<file path="src/rtl/risc_v_prefetch_buffer_pkg.sv">
// Shared types and constants for the RV32I instruction-fetch front end.
// Holds the default FIFO entry layout, the reset PC and the canonical NOP encoding.
package risc_v_pkg;

  localparam int XLEN = 32;
  localparam logic [31:0] RESET_PC = 32'h0000_0000;
  localparam logic [31:0] NOP_INSTR = 32'h0000_0013;

  typedef struct packed {
    logic [XLEN-1:0] pc;
    logic [XLEN-1:0] instr;
    logic            err;
  } fetch_entry_t;

endpackage

</file>
<file path="src/rtl/risc_v_prefetch_buffer_fifo.sv">
// Generic synchronous FIFO with a type-parametrised entry and a synchronous flush.
// DEPTH must be a power of two so that the pointers wrap naturally.
module prefetch_fifo
  import risc_v_pkg::*;
#(
  parameter int  DEPTH   = 4,
  parameter type entry_t = fetch_entry_t,
  localparam int PTR_W   = $clog2(DEPTH)
) (
  input  logic           clk,
  input  logic           rst,
  input  logic           flush,
  input  logic           push,
  input  entry_t         push_data,
  input  logic           pop,
  output entry_t         head,
  output logic [PTR_W:0] count,
  output logic           full,
  output logic           empty
);

  entry_t           mem_r [DEPTH];
  logic [PTR_W-1:0] wr_ptr_r;
  logic [PTR_W-1:0] rd_ptr_r;
  logic [PTR_W:0]   count_r;
  logic             push_ok_s;
  logic             pop_ok_s;

  assign full      = (count_r == (PTR_W+1)'(DEPTH));
  assign empty     = (count_r == '0);
  assign count     = count_r;
  assign head      = mem_r[rd_ptr_r];
  // A full FIFO may still accept a push when the head leaves in the same cycle.
  assign pop_ok_s  = pop && !empty;
  assign push_ok_s = push && (!full || pop_ok_s);

  // Entry storage
  always_ff @(posedge clk or posedge rst) begin
    if (rst) begin
      for (int i = 0; i < DEPTH; i++) begin
        mem_r[i] <= '0;
      end
    end else if (push_ok_s && !flush) begin
      mem_r[wr_ptr_r] <= push_data;
    end
  end

  // Pointers and occupancy
  always_ff @(posedge clk or posedge rst) begin
    if (rst) begin
      wr_ptr_r <= '0;
      rd_ptr_r <= '0;
      count_r  <= '0;
    end else if (flush) begin
      wr_ptr_r <= '0;
      rd_ptr_r <= '0;
      count_r  <= '0;
    end else begin
      if (push_ok_s) begin
        wr_ptr_r <= wr_ptr_r + PTR_W'(1);
      end
      if (pop_ok_s) begin
        rd_ptr_r <= rd_ptr_r + PTR_W'(1);
      end
      case ({push_ok_s, pop_ok_s})
        2'b10:   count_r <= count_r + (PTR_W+1)'(1);
        2'b01:   count_r <= count_r - (PTR_W+1)'(1);
        default: count_r <= count_r;
      endcase
    end
  end

endmodule

</file>
<file path="src/rtl/risc_v_prefetch_buffer.sv">
// Decoupled RV32I instruction prefetcher: fetch PC, instruction FIFO, redirect flush
// and a sticky stop after a bus error that only a redirect clears.
module risc_v_prefetch_buffer
  import risc_v_pkg::*;
#(
  parameter int              DEPTH    = 4,
  parameter int              ADDR_W   = 32,
  parameter int              DATA_W   = 32,
  parameter logic [ADDR_W-1:0] RESET_PC = ADDR_W'(risc_v_pkg::RESET_PC)
) (
  input  logic                     clk,
  input  logic                     rst,
  input  logic                     fetch_enable,
  input  logic                     halt,
  input  logic                     redirect_valid,
  input  logic [ADDR_W-1:0]        redirect_pc,
  output logic                     imem_req,
  output logic [ADDR_W-1:0]        imem_addr,
  input  logic [DATA_W-1:0]        imem_rdata,
  input  logic                     imem_ready,
  input  logic                     imem_err,
  output logic                     fetch_valid,
  output logic [DATA_W-1:0]        fetch_instr,
  output logic [ADDR_W-1:0]        fetch_pc,
  output logic                     fetch_err,
  input  logic                     fetch_ready,
  output logic [$clog2(DEPTH):0]   fifo_count
);

  typedef struct packed {
    logic [ADDR_W-1:0] pc;
    logic [DATA_W-1:0] instr;
    logic              err;
  } entry_t;

  logic [ADDR_W-1:0] pc_r;
  logic              err_stop_r;
  logic              req_s;
  logic              xfer_s;
  logic              pop_s;
  logic              full_s;
  logic              empty_s;
  entry_t            push_data_s;
  entry_t            head_s;

  // Occupancy is the registered count only, so fetch_ready never reaches imem_req.
  assign req_s       = !rst && fetch_enable && !halt && !err_stop_r && !redirect_valid && !full_s;
  assign xfer_s      = req_s && imem_ready;
  assign pop_s       = !redirect_valid && !empty_s && fetch_ready;
  assign push_data_s = '{pc: pc_r, instr: imem_rdata, err: imem_err};

  assign imem_req    = req_s;
  assign imem_addr   = pc_r;
  assign fetch_valid = !empty_s;

  prefetch_fifo #(
    .DEPTH   (DEPTH),
    .entry_t (entry_t)
  ) u_fifo (
    .clk       (clk),
    .rst       (rst),
    .flush     (redirect_valid),
    .push      (xfer_s),
    .push_data (push_data_s),
    .pop       (pop_s),
    .head      (head_s),
    .count     (fifo_count),
    .full      (full_s),
    .empty     (empty_s)
  );

  // Head fields read zero while the FIFO is empty
  always_comb begin
    fetch_instr = '0;
    fetch_pc    = '0;
    fetch_err   = 1'b0;
    if (!empty_s) begin
      fetch_instr = head_s.instr;
      fetch_pc    = head_s.pc;
      fetch_err   = head_s.err;
    end else begin
      fetch_instr = '0;
      fetch_pc    = '0;
      fetch_err   = 1'b0;
    end
  end

  // Fetch PC and sticky error stop
  always_ff @(posedge clk or posedge rst) begin
    if (rst) begin
      pc_r       <= RESET_PC;
      err_stop_r <= 1'b0;
    end else if (redirect_valid) begin
      pc_r       <= redirect_pc & ~ADDR_W'(3);
      err_stop_r <= 1'b0;
    end else if (xfer_s) begin
      pc_r       <= pc_r + ADDR_W'(4);
      err_stop_r <= err_stop_r | imem_err;
    end else begin
      pc_r       <= pc_r;
      err_stop_r <= err_stop_r;
    end
  end

endmodule

</file>
<file path="config.mk">
export PLATFORM = sky130hd
export DESIGN_NAME = risc_v_prefetch_buffer
export DESIGN_NICKNAME = d
export VERILOG_FILES = /design/src/rtl/risc_v_prefetch_buffer_pkg.sv /design/src/rtl/risc_v_prefetch_buffer_fifo.sv /design/src/rtl/risc_v_prefetch_buffer.sv
export SDC_FILE = /design/constraint.sdc
export NUM_CORES = 1
export LEC_CHECK = 0
export ABC_AREA = 1
export BUFFER_PORTS_ARGS = -buffer_cell sky130_fd_sc_hd__buf_2
export CAP_MARGIN = 15
export CORE_ASPECT_RATIO = 0.8
export CORE_MARGIN = 2
export CORE_UTILIZATION = 30
export DETAILED_ROUTE_END_ITERATION = 6
export PLACE_DENSITY = 0.43
export SYNTH_ARGS = -nofsm -noshare
export SYNTH_HDL_FRONTEND = slang
export SYNTH_SLANG_ARGS = --single-unit
</file>
<file path="constraint.sdc">
create_clock -name clk -period 10.4 [get_ports clk]
set_clock_uncertainty 0.05 [all_clocks]
set_input_delay 1.04 -clock clk [delete_from_list [all_inputs] [get_ports clk]]
set_output_delay 1.04 -clock clk [all_outputs]
set_load 0.01 [all_outputs]
</file>
After elaboration in Yosys (flattened, before gate mapping)
Cells that the tools add are included.
W data, S select, Z words.
{"block": "op_classes", "magnitude_cmp": 3, "n_reduce_logical": 24, "n_eq_ne": 3, "bitwise_logic": 3, "n_mux": 19, "add_sub_neg": 5}
{"op": "$bwmux W260", "count": 1}
{"op": "$mux W65", "count": 3}
{"op": "$bmux W65 S2", "count": 1}
{"op": "$demux W65 S2", "count": 1}
{"op": "$mux W32", "count": 4}
{"op": "$add A32 B3 Y32 const B", "count": 1}
{"op": "$logic_and A1 B1 Y1", "count": 12}
{"op": "$mux W2", "count": 4}
{"op": "$ge A3 B3 Y1 const B", "count": 2}
{"op": "$logic_not A1 Y1", "count": 6}
{"op": "$not A2 Y3", "count": 2}
{"op": "$pmux W3 S2", "count": 1}
{"op": "$reduce_bool A2 Y1", "count": 3}
{"op": "$add A2 B1 Y2 const B", "count": 2}
{"op": "$add A3 B1 Y3 const B", "count": 1}
{"op": "$eq A3 B3 Y1 const B", "count": 1}
{"op": "$logic_not A3 Y1", "count": 1}
{"op": "$lt A3 B1 Y1 const B", "count": 1}
{"op": "$mux W1", "count": 3}
{"op": "$mux W3", "count": 1}
{"op": "$reduce_bool A3 Y1", "count": 1}
{"op": "$sub A3 B1 Y3 const B", "count": 1}
{"op": "$eq A2 B1 Y1 const B", "count": 1}
{"op": "$eq A2 B2 Y1 const B", "count": 1}
{"op": "2 further kinds", "count": 2}
{"block": "totals", "ff_bits": 300, "wordCells": 74}

Depth between registers and ports, before layout
{"block": "depth", "depth_word": 11, "ltp_mapped": 14, "depth_no_buf": 14}

By module
A second synthesis with hierarchy kept.
{"block": "hier_totals", "hier_cells": 2071, "hier_area_um2": 15332.2}
{"mod": "prefetch_fifo", "seq_area_each_um2": 6681.4, "cells_per_inst": 1560, "area_each_um2": 12424.4, "instances": 1}
{"mod": "risc_v_prefetch_buffer", "seq_area_each_um2": 775.7, "cells_per_inst": 511, "area_each_um2": 2907.8, "instances": 1}

Worst setup path before layout
OpenSTA, ideal clock, no wires.
{"block": "synth_timing", "kind": "input -> output", "from": "input redirect_valid", "to": "output imem_req", "path_stages": 4, "n_path_buf": 1, "setup_slack_ns": 7.643, "arrival_time_ns": 1.667, "cell_sequence": "buf_6 -> nor2_4 -> inv_1 -> nor3b_1"}
{"block": "synth_between", "elab_chain_len": 3}
{"element": "from (decl)", "line_no": "risc_v_prefetch_buffer.sv:15", "source": "input logic redirect_valid,"}
{"element": "$logic_not A1 Y1", "line_no": "risc_v_prefetch_buffer.sv:47", "source": "assign req_s = !rst && fetch_enable && !halt && !err_stop_r && !redirect_valid && !full_s;"}
{"element": "$logic_and A1 B1 Y1 (2 in a row)", "line_no": "risc_v_prefetch_buffer.sv:47"}
{"element": "to (decl)", "line_no": "risc_v_prefetch_buffer.sv:17", "source": "output logic imem_req,"}
Every way passes these cells.

Worst setup path after layout
{"block": "layout_timing", "from": "register u_fifo.rd_ptr_r[0]", "to": "output fetch_pc[13]"}
{"block": "layout_between", "elab_chain_len": 5}
{"element": "from (decl)", "line_no": "risc_v_prefetch_buffer_fifo.sv:24", "source": "logic [PTR_W-1:0] rd_ptr_r;"}
{"element": "from (signal assigned)", "line_no": "risc_v_prefetch_buffer_fifo.sv:63", "source": "rd_ptr_r <= rd_ptr_r + PTR_W'(1);"}
{"element": "$not A2 Y3 (not written as such)", "line_no": "risc_v_prefetch_buffer_fifo.sv:32", "source": "assign head = mem_r[rd_ptr_r];"}
{"element": "$bmux W65 S2", "line_no": "risc_v_prefetch_buffer_fifo.sv:32"}
{"element": "$mux W65 (not written as such) (2 in a row)", "line_no": "risc_v_prefetch_buffer_fifo.sv:32"}
{"element": "$mux W32", "line_no": "risc_v_prefetch_buffer.sv:77", "source": "if (!empty_s) begin"}
{"element": "to (decl)", "line_no": "risc_v_prefetch_buffer.sv:24", "source": "output logic [ADDR_W-1:0] fetch_pc,"}
Every way passes these cells. The select of a mux whose other input is x is not followed.

==> summary.txt <==
Clock tree
  • Postcts setup bufs: 0
  • Worst skew pair latency: 0.53 ns
  • CTS tree: yes
  • CTS Buf Count: 35
  • # clock sinks: between 200 and 300
  • Root Buffer: clkbuf_16
  • Cts repair resizes: 0
  • Worst-path clk slew: 0.06 ns
  • Hold Buf Count CTS: 0
  • Htree depth: 2
  • Clock Tree Buf Depth: 3

Layout
  • Design area: between 15000 and 20000 um^2
  • Commonest non-fill, non-tap cell in the layout: nand2_1
  • Area Growth Syn to Fin: 16.5%
  • Area of the multi-input gates: 5680 um^2
  • NumNets Final: just under 2000
  • Final core utilization: a little over a third
  • Seq. cell area: slightly above 7000 um^2
  • Fill cells: 4934
  • Most frequent cells in the layout: nand2_1 (445), nor2_1 (307), o21ai_0 (303)
  • Layout cell share with drive strength beyond 1: about an eighth
  • Non-filler cells, final: 2520

Detailed routing
  • DR vias: around 12000
  • Post-DR vias/cell: 4.74
  • Detail Route Antenna Nets: 0
  • Detailed Route WL: 42.8 mm
  • Initial DRC Count: about 990
  • DRT Pass-1 Iters: 5
  • Routed length per instance: ~17 um
  • Residual DRC count: 0

GRT
  • Initial antenna violation count: 1
  • First-pass GRT wire length: about 70 mm
  • Vias in the first global route: between 10000 and 15000
  • Grt ovf: 0
  • Pin count of the biggest net entering global routing: roughly 110
  • GRT Util Overall: between 10% and 20%

Job
  • Max Cap Viol: 0

Power
  • VDD IR-drop max: 101 uV
  • Power per cell area: 173 nW/um^2
  • Static leakage power: between 7 and 8 nW

Critical path
  • Worst setup path class: flip-flop to primary output
  • Crit path largest cell delay: ~0.86 ns
  • Crit path buffers/inverters: 3
  • Worst path arrival time: about 3.6 ns
  • Startpoint Class: flip-flop
  • Slowest-stage cell, CP: buf_4
  • Max Fanout on Critical Path: 83
  • Delay-heaviest family, CP: buffers and inverters
  • Required @ worst endpoint: around 9.3 ns
  • CP cell instances: clkinv_2 > buf_4 > o21ai_0 > a21oi_1 > buf_2
  • Worst setup EP type: primary output

STA
  • Final hold violation count: 0
  • Worst Max-Slew Pin Slew: 1.06 ns
  • Final setup viols: 0
  • Setup TNS Final: 0 ns
  • RSZ-0062 raised after global routing: no
  • Max-slew headroom: 29.3%
  • Tmin final: 4.71 ns
  • Slew Viols, Final: 0
  • Setup slack after layout: around 5.7 ns
  • Final period util: a little under half
  • Max Fclk: about 210 MHz

Synthesis
  • Post-synthesis sequential element count: between 200 and 300
  • Synth area leaders: dfrtp_1 (52%), nand2_1 (12%), o21ai_0 (11%)
  • Netlist cell types: 30
  • Cells after Synth: between 1500 and 2000
  • Syn Area/Cell: 7.78 um^2
  • Synth warnings: 0
  • Yosys top cell area share: between 50 and 60%
  • Seq/Total Area, Yosys: approximately 52%
  • Yosys top cell by area: dfrtp_1
  • Netlist Area Pre-Place: 13800 um^2

Floorplan
  • Die width: between 200 and 250 um
  • Total die area: ~48000 um^2
  • Initial Utilization: roughly 30%
  • Die Ht: approximately 200 um
  • Core area: 45600 um^2
  • Row cnt: 70
  • IO Count: roughly 170

Placed design
  • Placed cell area: 15000 um^2
  • Number of buffers added on ports: around 170
  • Placed cell count: approximately 2500
  • Final HPWL DP: approximately 25 mm
  • Worst slack, placed: around 6.2 ns
  • Final GP Congestion: ~0.8

Hold path
  • Worst hold path type: flip-flop to flip-flop

Status
  • Outcome: complete, no violations
[through the flow]
stage          power, mW  hold slack, ns
2_1_floorplan       1.49           0.398
3_3_place_gp        1.59           0.410
3_5_place_dp        1.60           0.414
4_1_cts             2.83           0.429
5_1_grt             2.94           0.450
6_report            2.78           0.428
[synth_stat cells]
library cell,count
buf_1,16
conb_1,1
o21ai_0,303
clkbuf_1,59
nand2_2,1
nor3b_1,1
buf_6,13
or2_2,1
o21ai_1,74
a31oi_1,1
nand4_1,1
fa_1,1
nand2_4,3
nand2_1,445
ha_1,5
dfrtp_1,290
xor2_1,9
buf_4,5
nand3_1,44
buf_2,20
inv_4,1
nand4_4,1
nor2_1,307
o22ai_1,1
inv_2,2
o211ai_1,10
a21oi_1,67
o21ai_2,6
inv_1,88
nor2_4,1
[sequential cells by signal (all words and copies together) (netlist names)]
signal           cells
imem_addr           30
u_fifo.mem_r       252
err_stop_r           1
u_fifo.rd_ptr_r      2
u_fifo.wr_ptr_r      2
u_fifo.count         3
[worst register-to-register path: stages, from the launching register on]
cell and delay [ns]:
dfrtp_1 0.43, nor2_1 0.14, nand2_1 0.13, nand4_4 0.23, inv_4 0.21, nand2_4 0.52, buf_4 0.82, o21ai_0 0.21
[report_power, final]
| group | total, mW | switching [mW] | internal, mW |
|---|---|---|---|
| combinational | 0.298 | 0.191 | 0.108 |
| clock | 1.21 | 0.480 | 0.726 |
| sequential | 1.28 | 0.0625 | 1.21 |
[layout make-up]
cell class / count / area share, %
Antenna cell: 1 / 0.0155
Inverter: 91 / 2.20
Clock buffer: 56 / 6.62
Sequential cell: 290 / 45.1
Timing Repair Buffer: 179 / 5.75
Multi-Input combinational cell: 1286 / 35.3
Tap cell: 612 / 4.75
Clock inverter: 5 / 0.334
[worst paths after layout]
kind,start,to,slack (ns),cells past startpoint
setup / recovery,u_fifo.rd_ptr_r[0],fetch_pc[13],5.69,5
hold / removal,u_fifo.mem_r[31],u_fifo.mem_r[31],0.43,2
setup reg to reg,u_fifo.count[0],u_fifo.mem_r[143],7.49,7
hold reg to reg,u_fifo.mem_r[31],u_fifo.mem_r[31],0.43,2
max in group asynchronous,rst,u_fifo.mem_r[144],7.52,4
min in group asynchronous,rst,err_stop_r,0.63,2
[metal layers]
| layer | vias to the layer above | wire [um] | global-route usage [%] |
|---|---|---|---|
| li1 | 5929 | - | - |
| met2 | 249 | 18100 | 27.1 |
| met5 | - | 0 | 0 |
| met3 | 43 | 2020 | 3.04 |
| met1 | 5718 | 22100 | 27.5 |
| met4 | 0 | 556 | 3.23 |
[cells by family after synthesis]
logic type,share of synthesized area [%]
simple gates,22.7
compound gates,17.1
flops,52.5
buf+inv,6.58
xor+xnor,0.570
fa+ha+maj,0.597
other cells,0.0271
Note: power is estimated with default switching activity, not from simulation.
